### config.mk
export PLATFORM = sky130hd
export DESIGN_NAME = midi_rx
export DESIGN_NICKNAME = d
export VERILOG_FILES = /design/src/rtl/midi_pkg.sv /design/src/rtl/midi_uart_rx.sv /design/src/rtl/midi_rx.sv
export SDC_FILE = /design/constraint.sdc
export NUM_CORES = 1
export LEC_CHECK = 0
export CAP_MARGIN = 10
export CORE_AREA = 2 2 86 88
export CTS_CLUSTER_SIZE = 12
export DETAILED_ROUTE_END_ITERATION = 10
export DIE_AREA = 0 0 88 90
export PLACE_DENSITY = 0.73
export SLEW_MARGIN = 25
export SYNTH_ARGS = -nofsm -noshare
export SYNTH_HDL_FRONTEND = slang
export SYNTH_SLANG_ARGS = --single-unit
### constraint.sdc
create_clock -name clk -period 2.2 [get_ports clk]
set_clock_uncertainty 0.2 [all_clocks]
set_input_delay 0.44 -clock clk [delete_from_list [all_inputs] [get_ports clk]]
set_output_delay 0.44 -clock clk [all_outputs]
set_load 0.02 [all_outputs]
### src/rtl/midi_pkg.sv
// midi_pkg: shared MIDI byte ranges, receiver/parser state types and bit-period helper
package midi_pkg;
  localparam logic [7:0] STATUS_MIN = 8'h80;
  localparam logic [7:0] SYSCOM_MIN = 8'hF0;
  localparam logic [7:0] RT_MIN = 8'hF8;
  typedef enum logic [1:0] {RX_IDLE, RX_START, RX_DATA, RX_STOP} rx_state_t;
  typedef enum logic [1:0] {P_IDLE, P_DATA1, P_DATA2} p_state_t;
  function automatic int bit_cycles(input int clk_hz, input int baud);
    return clk_hz / baud;
  endfunction
endpackage

### src/rtl/midi_uart_rx.sv
// midi_uart_rx: synchronised 8N1 byte receiver with mid-bit sampling and framing check
module midi_uart_rx import midi_pkg::*; #(
  parameter int CLK_HZ = 50_000_000,
  parameter int BAUD = 31250
) (
  input  logic       clk,
  input  logic       resetb,
  input  logic       rxd,
  output logic       byte_valid,
  output logic [7:0] byte_data,
  output logic       frame_err
);
  localparam int BIT = bit_cycles(CLK_HZ, BAUD);
  localparam int CW = $clog2(BIT);
  logic s1, s2, prev;
  rx_state_t state, state_nx;
  logic [CW-1:0] cnt, cnt_nx;
  logic [2:0] idx, idx_nx;
  logic [7:0] sh, sh_nx;
  logic bv_nx, fe_nx, half_done, bit_done;
  assign half_done = cnt == CW'(BIT / 2 - 1);
  assign bit_done = cnt == CW'(BIT - 1);
  assign byte_data = sh;
  always_comb begin
    state_nx = state;
    cnt_nx = cnt + CW'(1);
    idx_nx = idx;
    sh_nx = sh;
    bv_nx = 1'b0;
    fe_nx = 1'b0;
    case (state)
      RX_IDLE: begin
        cnt_nx = '0;
        if (prev && !s2) state_nx = RX_START;
      end
      RX_START: if (half_done) begin
        cnt_nx = '0;
        idx_nx = 3'd0;
        state_nx = s2 ? RX_IDLE : RX_DATA;
      end
      RX_DATA: if (bit_done) begin
        cnt_nx = '0;
        sh_nx = {s2, sh[7:1]};
        idx_nx = idx + 3'd1;
        if (idx == 3'd7) state_nx = RX_STOP;
      end
      RX_STOP: if (bit_done) begin
        cnt_nx = '0;
        bv_nx = s2;
        fe_nx = !s2;
        state_nx = RX_IDLE;
      end
      default: state_nx = RX_IDLE;
    endcase
  end
  always_ff @(posedge clk or negedge resetb)
    if (!resetb) begin
      s1 <= 1'b1;
      s2 <= 1'b1;
      prev <= 1'b1;
      state <= RX_IDLE;
      cnt <= '0;
      idx <= 3'd0;
      sh <= 8'd0;
      byte_valid <= 1'b0;
      frame_err <= 1'b0;
    end else begin
      s1 <= rxd;
      s2 <= s1;
      prev <= s2;
      state <= state_nx;
      cnt <= cnt_nx;
      idx <= idx_nx;
      sh <= sh_nx;
      byte_valid <= bv_nx;
      frame_err <= fe_nx;
    end
endmodule

### src/rtl/midi_rx.sv
// midi_rx: MIDI receiver with running-status channel-message parser and real-time byte pass-through
module midi_rx import midi_pkg::*; #(
  parameter int CLK_HZ = 50_000_000,
  parameter int BAUD = 31250
) (
  input  logic       clk,
  input  logic       resetb,
  input  logic       midi_ser_rxd,
  output logic       msg_valid,
  output logic [7:0] msg_status,
  output logic [6:0] msg_data1,
  output logic [6:0] msg_data2,
  output logic       rt_valid,
  output logic [7:0] rt_byte,
  output logic       frame_err
);
  logic bv, is_rt, one_data, emit;
  logic [7:0] b, rs, rs_nx, st;
  logic [6:0] d1, d1_nx, e_d1, e_d2;
  p_state_t ps, ps_nx;
  midi_uart_rx #(.CLK_HZ(CLK_HZ), .BAUD(BAUD)) u_rx (
    .clk(clk),
    .resetb(resetb),
    .rxd(midi_ser_rxd),
    .byte_valid(bv),
    .byte_data(b),
    .frame_err(frame_err)
  );
  assign is_rt = bv && b >= RT_MIN;
  assign one_data = rs[7:4] == 4'hC || rs[7:4] == 4'hD;
  // note-on with zero velocity is reported as the matching note-off
  assign st = (rs[7:4] == 4'h9 && e_d2 == 7'd0) ? {4'h8, rs[3:0]} : rs;
  always_comb begin
    ps_nx = ps;
    rs_nx = rs;
    d1_nx = d1;
    emit = 1'b0;
    e_d1 = d1;
    e_d2 = 7'd0;
    if (bv && !is_rt) begin
      if (b >= SYSCOM_MIN) begin
        rs_nx = 8'd0;
        ps_nx = P_IDLE;
      end else if (b >= STATUS_MIN) begin
        rs_nx = b;
        ps_nx = P_DATA1;
      end else if (ps == P_DATA1 && one_data) begin
        emit = 1'b1;
        e_d1 = b[6:0];
      end else if (ps == P_DATA1) begin
        d1_nx = b[6:0];
        ps_nx = P_DATA2;
      end else if (ps == P_DATA2) begin
        emit = 1'b1;
        e_d2 = b[6:0];
        ps_nx = P_DATA1;
      end
    end
  end
  always_ff @(posedge clk or negedge resetb)
    if (!resetb) begin
      ps <= P_IDLE;
      rs <= 8'd0;
      d1 <= 7'd0;
      msg_valid <= 1'b0;
      msg_status <= 8'd0;
      msg_data1 <= 7'd0;
      msg_data2 <= 7'd0;
      rt_valid <= 1'b0;
      rt_byte <= 8'd0;
    end else begin
      ps <= ps_nx;
      rs <= rs_nx;
      d1 <= d1_nx;
      msg_valid <= emit;
      rt_valid <= is_rt;
      if (emit) begin
        msg_status <= st;
        msg_data1 <= e_d1;
        msg_data2 <= e_d2;
      end
      if (is_rt) rt_byte <= b;
    end
endmodule

==> results of run 1 <==
-- area by class of cell --
type / instances / share of cell area
clock inverter: 7 / 0.0290
inverter: 7 / 0.00628
timing repair buffer: 52 / 0.114
clock buffer: 9 / 0.0296
tap: 99 / 0.0296
multi-input combinational: 183 / 0.324
sequential: 78 / 0.467
-- cells in the final DEF (no fill, tap or decap), types with 6 or more instances in the layout --
| master | count |
|---|---|
| nor2_1 | 7 |
| nor3_1 | 11 |
| inv_1 | 6 |
| dfrtp_1 | 75 |
| o21ai_0 | 20 |
| clkdlybuf4s50_1 | 34 |
| nand2_1 | 33 |
| mux2_2 | 17 |
| xor2_1 | 7 |
| buf_4 | 17 |
| mux2i_1 | 9 |
| ha_1 | 9 |
| clkbuf_8 | 9 |
| or2_2 | 6 |
-- worst reg2reg max path: stages, from the launching register on --
cell,delay [ns]
dfrtp_1,0.43
or3b_4,0.44
o31ai_2,0.38
o211ai_1,0.22
o32ai_2,0.28
-- how the worst max path moves through the flow --
stage                                      from                            end  slack [ns]  cells past startpoint
final                     u_rx.cnt[6]$_DFF_PN0_                       register        0.15                      4
after global routing      u_rx.cnt[0]$_DFF_PN0_  u_rx.byte_data[3]$_DFFE_PN0P_        0.05                      6
after CTS                 u_rx.cnt[6]$_DFF_PN0_  u_rx.byte_data[2]$_DFFE_PN0P_        0.10                      4
after detailed placement  u_rx.cnt[6]$_DFF_PN0_  u_rx.byte_data[2]$_DFFE_PN0P_        0.12                      4
after global placement    u_rx.cnt[6]$_DFF_PN0_  u_rx.byte_data[1]$_DFFE_PN0P_        0.16                      4
after floorplan           u_rx.cnt[6]$_DFF_PN0_  u_rx.byte_data[0]$_DFFE_PN0P_        0.08                      5
-- synthesized netlist by cell type, drive strengths merged (2+ instances only) --
cell type  number  area share
and2            3      0.0055
o211ai          2      0.0044
clkbuf          9       0.010
nand3           3      0.0044
nor3           11       0.016
mux2i           9       0.027
mux2           25       0.087
nor4            2      0.0081
nor2b           2      0.0037
and3            3      0.0063
nor3b           3      0.0066
xor2            7       0.018
or3b            2      0.0059
a21oi           2      0.0030
o21ai          21       0.032
dfrtp          75        0.55
xnor2           2      0.0052
inv             7      0.0077
a22o            4       0.010
nand4           6       0.013
o21a            2      0.0044
nand2b          5      0.0092
nand2          34       0.038
nor2            7      0.0078
ha              9       0.033
buf             4      0.0077
a32o            2      0.0059
dfstp           3       0.023
or2             6       0.011
-- per-stage QoR --
stage	util	instances	cell area [sq um]
floorplan	-	281	3390
global placement	0.559	418	3920
detailed placement	0.559	418	3920
CTS	0.595	435	4180
global route	0.596	435	4190
finish	0.596	435	4190
-- repair_timing --
| item | CTS | global route |
|---|---|---|
| setup endpoints to repair | 0 | 2 |
| resized for setup | 0 | 2 |
| setup buffers | 0 | 0 |
| endpoints found under the hold margin | 39 | 0 |
| hold buffers | 1 | 0 |
-- sequential cells by signal (all words and copies together), names as in the netlist, 7 cells and up, named ones only --
register        count
msg_status          8
msg_data1           7
rs                  8
u_rx.cnt           11
rt_byte             8
d1                  7
msg_data2           7
u_rx.byte_data      8
-- cells by family (layout without fill, tap and decap cells) --
kind of cell	after synthesis	count (layout)	synth area share
buffers and inverters	20	75	0.0258
adders and majority gates	9	9	0.0332
xor gates and xnor gates	9	9	0.0232
DFF	78	78	0.577
and+or+nand+nor	91	91	0.148
muxes	34	34	0.114
AOI/OAI and AO/OA	40	40	0.0793
-- layer usage --
metal / vias to the layer above / global-route usage
li1: 1086 / -
met3: 9 / 0.0413
met5: - / 0
met4: 0 / 0.0564
met2: 47 / 0.283
met1: 1156 / 0.241
-- power by group --
part	internal [uW]	total (uW)	switching [uW]
Sequential	1470	1510	35.7
Clock	757	1300	543
Combinational	181	491	310
==> results.py, run 1 <==
metrics = {
    "timing": {
        "setup_tns_ns": 0,
        "fin_crit_ns": 2.05,
        "setup_viol": 0,
        "tightest_slew_ns": 0.565,
        "slew-limit-headroom": 0.623,
        "hold_violations": 0,
        "fin_crit_sh": 0.931,
        "rsz0062_at_grt": "false",
        "layout_setup_ws_ns": 0.151,
        "whs_ns": 0.163,
        "fmax_mhz": 488,
        "slew_violations": 0,
    },
    "yosys": {
        "yosys_warnings": 0,
        "synth_enable_flop_cells": 0,
        "async_reset_ff_frac": 1.00,
        "netlist_instances": 281,
        "netlist_area_sq_mm": 0.00339,
        "yosysSeqAreaShare": 0.577,
        "synth.net_count": 293,
        "ys_types": 51,
        "ys_ff_latch": 78,
        "synthFlopType": "dfrtp_1",
        "synth.avg_cell_area_sq_um": 12.1,
    },
    "clock_network": {
        "root_buffer": "clkbuf_8",
        "clock_path_buffers": 2,
        "cts_made_buffers": 9,
        "ctsHtreeMaxLevel": 3,
        "cts_tree": "built",
        "clk_latency_ns": 0.35,
        "numClockSinks": 78,
        "clkTransAtPathRegs_ns": 0.08,
    },
    "setup_path": {
        "critPathRequiredTime_ns": 2.25,
        "critPathMaxStageDelay_ns": 0.44,
        "crit_family": "compound AO/OA/AOI/OAI gates",
        "cpMaxStageDelayCell": "or3b_4",
        "worstRegToRegCells": 4,
        "crit_path_end_kind": "register",
        "r2r_slack_ns": 0.15,
        "cp.buffers_inverters": 0,
        "r2r_start": "u_rx.cnt[6]$_DFF_PN0_",
        "path_class": "register to register",
        "crit_arrival_ns": 2.10,
        "cp-start-kind": "register",
        "cp_cell_sequence": "or3b_4 -> o31ai_2 -> o211ai_1 -> o32ai_2",
        "crit_path_max_fanout": 5,
    },
    "place": {
        "io_buffers": 35,
        "hpwl_microns": 4280,
        "gp_congestion": 0.874,
        "post-place-ws_ns": 0.117,
    },
    "drt": {
        "wl_met1_microns": 2950,
        "drcViolationCount": 0,
        "drtIter0Drc": 74,
        "routed_wirelength_microns": 6450,
        "drtPass1Iterations": 4,
        "wl_met2_microns": 3190,
        "viasPerCell": 5.28,
        "drtAntennaViolNets": 0,
        "wl_per_cell_microns": 14.8,
        "wl_met3_microns": 244,
        "vias": 2298,
        "highest-signal-layer": "met4",
    },
    "global_route": {
        "grt_usage": 0.178,
        "grt_max_degree": 46,
        "antenna_found_initial": 0,
        "overflow": 0,
        "grt_pass1_wl_microns": 11100,
        "grt_pass1_vias": 2290,
    },
    "finish": {
        "fin_nets": 343,
        "area_growth_pct": 23.4,
        "fillerInstances": 586,
        "diodes": 0,
        "multi_input_area_sq_mm": 0.00136,
        "drive_above_1_share": 0.223,
        "regArea_sq_mm": 0.00196,
    },
    "pwr": {
        "power_uw": 3300,
        "vdd_drop_max_mv": 0.411,
        "power.density_mw_per_mm2": 788,
        "power.leakage_uw": 0.00197,
    },
    "worst_hold_path": {
        "min_to": "u_rx.s2$_DFF_PN1_",
        "hold_start": "u_rx.s1$_DFF_PN1_",
        "min_path_type": "register to register",
        "hold_depth": 0,
    },
    "die": {
        "fp.dieArea_sq_mm": 0.00792,
        "rows": 31,
        "start_util": 0.483,
        "fp.coreArea_sq_mm": 0.00702,
        "die_h_microns": 90,
        "die_w_microns": 88,
        "ios": 36,
    },
    "flow_run": {
        "cap_violations": 0,
    },
    "outcome": {
        "status": "finished clean",
    },
}
Note: power is estimated with default switching activity, not from simulation.
==> run 2, diff against run 1 <==
--- a/config.mk
+++ b/config.mk
@@ -5,7 +5,7 @@
 export SDC_FILE = /design/constraint.sdc
 export NUM_CORES = 1
 export LEC_CHECK = 0
-export CAP_MARGIN = 10
+export CAP_MARGIN = 40
 export CORE_AREA = 2 2 86 88
 export CTS_CLUSTER_SIZE = 12
 export DETAILED_ROUTE_END_ITERATION = 10
==> results of run 2 <==
Same layout as run 1: the final DEF is identical, and so are final timing and power.
